--- src/rtl/mc_pkg.sv ---
// Shared encodings for the multicycle sequencer: opcodes, FSM states and
// the datapath mux/ALU select codes.
package mc_pkg;

    localparam logic [5:0] OP_R    = 6'b000000;
    localparam logic [5:0] OP_BEQ  = 6'b000100;
    localparam logic [5:0] OP_BNE  = 6'b000101;
    localparam logic [5:0] OP_J    = 6'b000010;
    localparam logic [5:0] OP_LW   = 6'b100011;
    localparam logic [5:0] OP_SW   = 6'b101011;
    localparam logic [5:0] OP_ADDI = 6'b001000;
    localparam logic [5:0] OP_LUI  = 6'b001111;

    typedef enum logic [3:0] {
        S_RST       = 4'd0,
        S_FETCH     = 4'd1,
        S_DECODE    = 4'd2,
        S_MEM_ADDR  = 4'd3,
        S_MEM_READ  = 4'd4,
        S_MEM_WB    = 4'd5,
        S_MEM_WRITE = 4'd6,
        S_EXECUTE   = 4'd7,
        S_R_WB      = 4'd8,
        S_BRANCH    = 4'd9,
        S_JUMP      = 4'd10,
        S_IMM_EXEC  = 4'd11,
        S_IMM_WB    = 4'd12
    } state_t;

    localparam logic [1:0] ALU_ADD   = 2'b00;
    localparam logic [1:0] ALU_SUB   = 2'b01;
    localparam logic [1:0] ALU_FUNCT = 2'b10;
    localparam logic [1:0] ALU_LUI   = 2'b11;

    localparam logic [1:0] SRCB_REG    = 2'b00;
    localparam logic [1:0] SRCB_FOUR   = 2'b01;
    localparam logic [1:0] SRCB_IMM    = 2'b10;
    localparam logic [1:0] SRCB_IMM_SH = 2'b11;

    localparam logic [1:0] PCSRC_ALU    = 2'b00;
    localparam logic [1:0] PCSRC_ALUOUT = 2'b01;
    localparam logic [1:0] PCSRC_JUMP   = 2'b10;

endpackage

--- src/rtl/mc_next_state.sv ---
// Combinational next-state and opcode dispatch for the multicycle sequencer.
// DECODE dispatches on the live opcode; later states use the latched op_q.
module mc_next_state
    import mc_pkg::*;
(
    input  state_t     state,
    input  logic [5:0] opcode,
    input  logic [5:0] op_q,
    output state_t     next_state,
    output logic       illegal
);

    // Next-state selection; anything unrecognised falls back to FETCH.
    always_comb begin
        next_state = S_FETCH;
        illegal    = 1'b0;
        case (state)
            S_RST:      next_state = S_FETCH;
            S_FETCH:    next_state = S_DECODE;
            S_DECODE: begin
                case (opcode)
                    OP_LW, OP_SW:    next_state = S_MEM_ADDR;
                    OP_R:            next_state = S_EXECUTE;
                    OP_BEQ, OP_BNE:  next_state = S_BRANCH;
                    OP_J:            next_state = S_JUMP;
                    OP_ADDI, OP_LUI: next_state = S_IMM_EXEC;
                    default: begin
                        next_state = S_FETCH;
                        illegal    = 1'b1;
                    end
                endcase
            end
            S_MEM_ADDR: next_state = (op_q == OP_LW) ? S_MEM_READ : S_MEM_WRITE;
            S_MEM_READ: next_state = S_MEM_WB;
            S_EXECUTE:  next_state = S_R_WB;
            S_IMM_EXEC: next_state = S_IMM_WB;
            default:    next_state = S_FETCH;
        endcase
    end

endmodule

--- src/rtl/multicycle_control.sv ---
// Moore sequencer for the multicycle MIPS-subset datapath. Holds the state
// register, the latched opcode and the retired-instruction counter, and
// decodes datapath controls from the current state.
module multicycle_control
    import mc_pkg::*;
#(
    parameter int COUNT_W = 16
) (
    input  logic               clk,
    input  logic               rst,
    input  logic [5:0]         opcode,
    input  logic               zero,
    output logic               pc_write,
    output logic               i_or_d,
    output logic               mem_read,
    output logic               mem_write,
    output logic               ir_write,
    output logic               reg_dst,
    output logic               mem_to_reg,
    output logic               reg_write,
    output logic               alu_src_a,
    output logic [1:0]         alu_src_b,
    output logic [1:0]         alu_op,
    output logic [1:0]         pc_source,
    output logic               retire,
    output logic               illegal_op,
    output logic [COUNT_W-1:0] instr_count,
    output logic [3:0]         state_dbg
);

    state_t     state;
    state_t     next_state;
    logic [5:0] op_q;
    logic       illegal;

    mc_next_state u_next (
        .state      (state),
        .opcode     (opcode),
        .op_q       (op_q),
        .next_state (next_state),
        .illegal    (illegal)
    );

    // State register; reset drops straight to RST so strobes stop at once.
    always_ff @(posedge clk or posedge rst) begin
        if (rst) state <= S_RST;
        else     state <= next_state;
    end

    // Capture the opcode in DECODE so later IR changes cannot redirect us.
    always_ff @(posedge clk or posedge rst) begin
        if (rst)                    op_q <= 6'd0;
        else if (state == S_DECODE) op_q <= opcode;
    end

    // Retired-instruction counter, wrapping naturally at its width.
    always_ff @(posedge clk or posedge rst) begin
        if (rst)         instr_count <= '0;
        else if (retire) instr_count <= instr_count + 1'b1;
    end

    assign state_dbg = state;

    // Per-state datapath control decode; every control defaults low.
    always_comb begin
        pc_write   = 1'b0;
        i_or_d     = 1'b0;
        mem_read   = 1'b0;
        mem_write  = 1'b0;
        ir_write   = 1'b0;
        reg_dst    = 1'b0;
        mem_to_reg = 1'b0;
        reg_write  = 1'b0;
        alu_src_a  = 1'b0;
        alu_src_b  = SRCB_REG;
        alu_op     = ALU_ADD;
        pc_source  = PCSRC_ALU;
        retire     = 1'b0;
        illegal_op = 1'b0;
        case (state)
            S_FETCH: begin
                mem_read  = 1'b1;
                ir_write  = 1'b1;
                pc_write  = 1'b1;
                alu_src_b = SRCB_FOUR;
            end
            S_DECODE: begin
                // Speculative branch target into ALUOut.
                alu_src_b  = SRCB_IMM_SH;
                illegal_op = illegal;
            end
            S_MEM_ADDR: begin
                alu_src_a = 1'b1;
                alu_src_b = SRCB_IMM;
            end
            S_MEM_READ: begin
                mem_read = 1'b1;
                i_or_d   = 1'b1;
            end
            S_MEM_WB: begin
                reg_write  = 1'b1;
                mem_to_reg = 1'b1;
                retire     = 1'b1;
            end
            S_MEM_WRITE: begin
                mem_write = 1'b1;
                i_or_d    = 1'b1;
                retire    = 1'b1;
            end
            S_EXECUTE: begin
                alu_src_a = 1'b1;
                alu_op    = ALU_FUNCT;
            end
            S_R_WB: begin
                reg_write = 1'b1;
                reg_dst   = 1'b1;
                retire    = 1'b1;
            end
            S_BRANCH: begin
                alu_src_a = 1'b1;
                alu_op    = ALU_SUB;
                pc_source = PCSRC_ALUOUT;
                pc_write  = (op_q == OP_BNE) ? ~zero : zero;
                retire    = 1'b1;
            end
            S_JUMP: begin
                pc_write  = 1'b1;
                pc_source = PCSRC_JUMP;
                retire    = 1'b1;
            end
            S_IMM_EXEC: begin
                alu_src_a = 1'b1;
                alu_src_b = SRCB_IMM;
                alu_op    = (op_q == OP_LUI) ? ALU_LUI : ALU_ADD;
            end
            S_IMM_WB: begin
                reg_write = 1'b1;
                retire    = 1'b1;
            end
            default: ;
        endcase
    end

endmodule

--- config.mk ---
export PLATFORM = sky130hd
export DESIGN_NAME = multicycle_control
export DESIGN_NICKNAME = d
export VERILOG_FILES = /design/src/rtl/mc_pkg.sv /design/src/rtl/mc_next_state.sv /design/src/rtl/multicycle_control.sv
export SDC_FILE = /design/constraint.sdc
export NUM_CORES = 1
export LEC_CHECK = 0
export BUFFER_PORTS_ARGS = -buffer_cell sky130_fd_sc_hd__buf_2
export CAP_MARGIN = 30
export CORE_UTILIZATION = 51
export DETAILED_ROUTE_END_ITERATION = 10
export PLACE_DENSITY_LB_ADDON = 0.25
export SYNTH_ARGS = -nofsm -noshare
export SYNTH_HDL_FRONTEND = slang
export SYNTH_SLANG_ARGS = --single-unit
--- constraint.sdc ---
create_clock -name clk -period 2.75 [get_ports clk]
set_input_delay 0.1375 -clock clk [delete_from_list [all_inputs] [get_ports clk]]
set_output_delay 0.1375 -clock clk [all_outputs]
set_load 0.1 [all_outputs]
==> flow_summary_export.csv <==
group,metric,value,unit
logic_synthesis,synthAdderAreaFrac,0.00818,
finish,layout-drive-gt1-share,0.381,
clock_network,cts_tree,"built",
clock_network,clk_latency,320,ps
drt,wl_met1,1.58,mm
status,violations,"design-rule violations",
logic_synthesis,synthSimpleGateAreaFrac,0.244,
setup_path,reg2reg_setup_slack,870,ps
logic_synthesis,synth.yosys.warnings,0,
timing,hold_viol_final,0,
floorplanning,fp.dieW,56.8,um
logic_synthesis,synth_nets,165,
global_routing,grt_antenna_before_repair,0,
placement,placed_area,1790,sq um
timing,rsz0062_at_grt,"false",
clock_network,cts_made_buffers,3,
floorplanning,core_area,2810,sq um
logic_synthesis,syn_avg_cell_area,9.87,sq um
drt,drc_errors,8,
setup_path,rr_endpoint,"instr_count[14]$_DFFE_PP0P_",
timing,fin_skew,2.46,ps
global_routing,overflow,0,
clock_network,root_buffer,"clkbuf_4",
drt,routed-wl-met3,174,um
logic_synthesis,syn_area,1530,sq um
logic_synthesis,async_flop_share,1.00,
clock_network,post_cts_buffers,0,
clock_network,cts_resized,0,
drt,drt_first_pass_iters,7,
finish,final_area,1860,sq um
logic_synthesis,ys.flop_type,"dfrtp_1",
timing,slew_headroom,0.648,
logic_synthesis,synthMuxAreaShare,0.0589,
placement,hpwl,2.41,mm
finish,layout_commonest_cell,"buf_2",
setup_path,r2r-start,"state_dbg[1]$_DFF_PP0_",
finish,area_growth,21.5,%
min_path,hold_class,"in2reg",
finish,nets,208,
placement,place_congestion,0.874,
clock_network,clk_pin_slew,130,ps
floorplanning,die-area,3220,sq um
setup_path,crit_arrival,2220,ps
min_path,hold_path_end,"state_dbg[1]$_DFF_PP0_",
timing,setup_violations,0,
global_routing,grt_max_degree,27,
drt,via_per_inst,5.83,
clock_network,cts_hold_buf,0,
drt,drt_iter0_markers,69,
placement,io_buffer_count,45,
timing,fmax,425,MHz
timing,drv_slew,0,
drt,top_layer,"met4",
setup_path,critPathLaunchType,"register",
global_routing,grtUsageTotal,0.218,
drt,post_drt_wl_per_cell,14.6,um
logic_synthesis,postSynthCellCount,155,
clock_network,cts_buffer_depth,2,
min_path,holdPathStages,2,
global_routing,grt_pass1_vias,1187,
logic_synthesis,synth_compound_area_frac,0.133,
setup_path,crit_path_cell_trace,"o21ai_1, a221oi_4, buf_2",
setup_path,crit_path_max_incr_delay,570,ps
setup_path,cp.required,2610,ps
finish,final_core_util,0.663,
status,status,"finished, violations left",
timing,fin_crit_sh,0.856,
clock_network,cts.htree.levels,1,
floorplanning,start_util,0.545,
logic_synthesis,yosysSeqAreaShare,0.425,
floorplanning,rows,19,
logic_synthesis,synth-xor-area-share,0.0973,
timing,setup_tns,0,ps
setup_path,cpMaxStageDelayCell,"dfrtp_2",
min_path,hp-start,"opcode[4]",
global_routing,grt_first_pass_wirelength,5.51,mm
setup_path,worstSetupPathType,"reg2out",
clock_network,clkSinkCount,26,
drt,vias,1330,
logic_synthesis,synth_top_family_by_area,"simple AND/OR/NAND/NOR gates",
drt,dr_wl_met2,1.54,mm
finish,antennaDiodeCount,0,
drt,route.antenna.remaining_nets,0,
timing,tightest_slew,528,ps
floorplanning,die_height,56.8,um
logic_synthesis,ys_types,43,
timing,min_period,2350,ps
setup_path,r2r_cells,4,
logic_synthesis,synth_edf_count,0,
finish,layout_common_cells,"buf_2 (45), dfrtp_1 (22), xnor2_1 (16)",
setup_path,cp_max_fo,16,
setup_path,crit_path_end_kind,"output pin",
drt,finalWirelength,3.34,mm
run,maxCapViolations,0,
timing,hold_ws,67.9,ps
logic_synthesis,synth.ff_latch_count,26,
floorplanning,num_io_pins,46,
-- per-stage QoR --
step / setup WS [ps] / instances
6_report: 396 / 228
5_1_grt: 303 / 228
4_1_cts: 379 / 226
3_5_place_dp: 766 / 222
3_3_place_gp: 817 / 222
2_1_floorplan: -332 / 155
-- cell families after synthesis --
kind of cell / Yosys count
flip-flops: 26
adder cells (fa/ha/maj): 1
AO/OA/AOI/OAI: 24
buffers and inverters: 12
XOR/XNOR: 17
AND/OR/NAND/NOR: 67
multiplexers: 8
-- worst max-delay path, delay by kind of cell (launching register included) --
| kind | cells | cell delay (ps) |
|---|---|---|
| buf+inv | 1 | 530 |
| compound gates | 2 | 790 |
| flops | 1 | 570 |
-- how the worst max path moves through the flow --
stage          slack (ps)        to              startpoint
6_report              400    retire  state_dbg[1]$_DFF_PP0_
5_1_grt               300  pc_write     op_q[1]$_DFFE_PP0P_
4_1_cts               380    retire  state_dbg[1]$_DFF_PP0_
3_5_place_dp          770    retire  state_dbg[1]$_DFF_PP0_
3_3_place_gp          820    retire  state_dbg[1]$_DFF_PP0_
2_1_floorplan        -330  pc_write  state_dbg[1]$_DFF_PP0_
-- sequential cells by signal, summed over array words and instances, names as in the netlist --
name	flops
instr_count	16
op_q	6
state_dbg	4
-- cell type report --
cell class | count | area, sq um
Fill cell | 234 | 946
Multi-Input combinational cell | 117 | 852
Sequential cell | 26 | 658
Timing Repair Buffer | 47 | 263
Tap cell | 31 | 38.8
Clock buffer | 4 | 36.3
Inverter | 3 | 11.3
-- Yosys cell counts (all sizes together), types with 3 or more instances --
master,n,area [sq um]
and3,6,37.5
mux2,8,90.1
nand3,4,20.0
nand2b,5,31.3
nand2,12,45.0
nor2,14,55.1
clkbuf,3,11.3
nor3,4,20.0
o21ai,3,15.0
dfrtp,26,651
nand4,8,50.1
xnor2,16,140
a21oi,7,35.0
inv,3,11.3
buf,6,27.5
-- routing by layer --
metal  up-vias  track usage
met5         -            0
met4         0       0.0627
met3         5       0.0300
met2        41        0.344
met1       640        0.315
li1        644            -
Power is left out: the tool's default activity adds up to more than one toggle a clock period on the data nets, which glitch-free logic cannot reach.
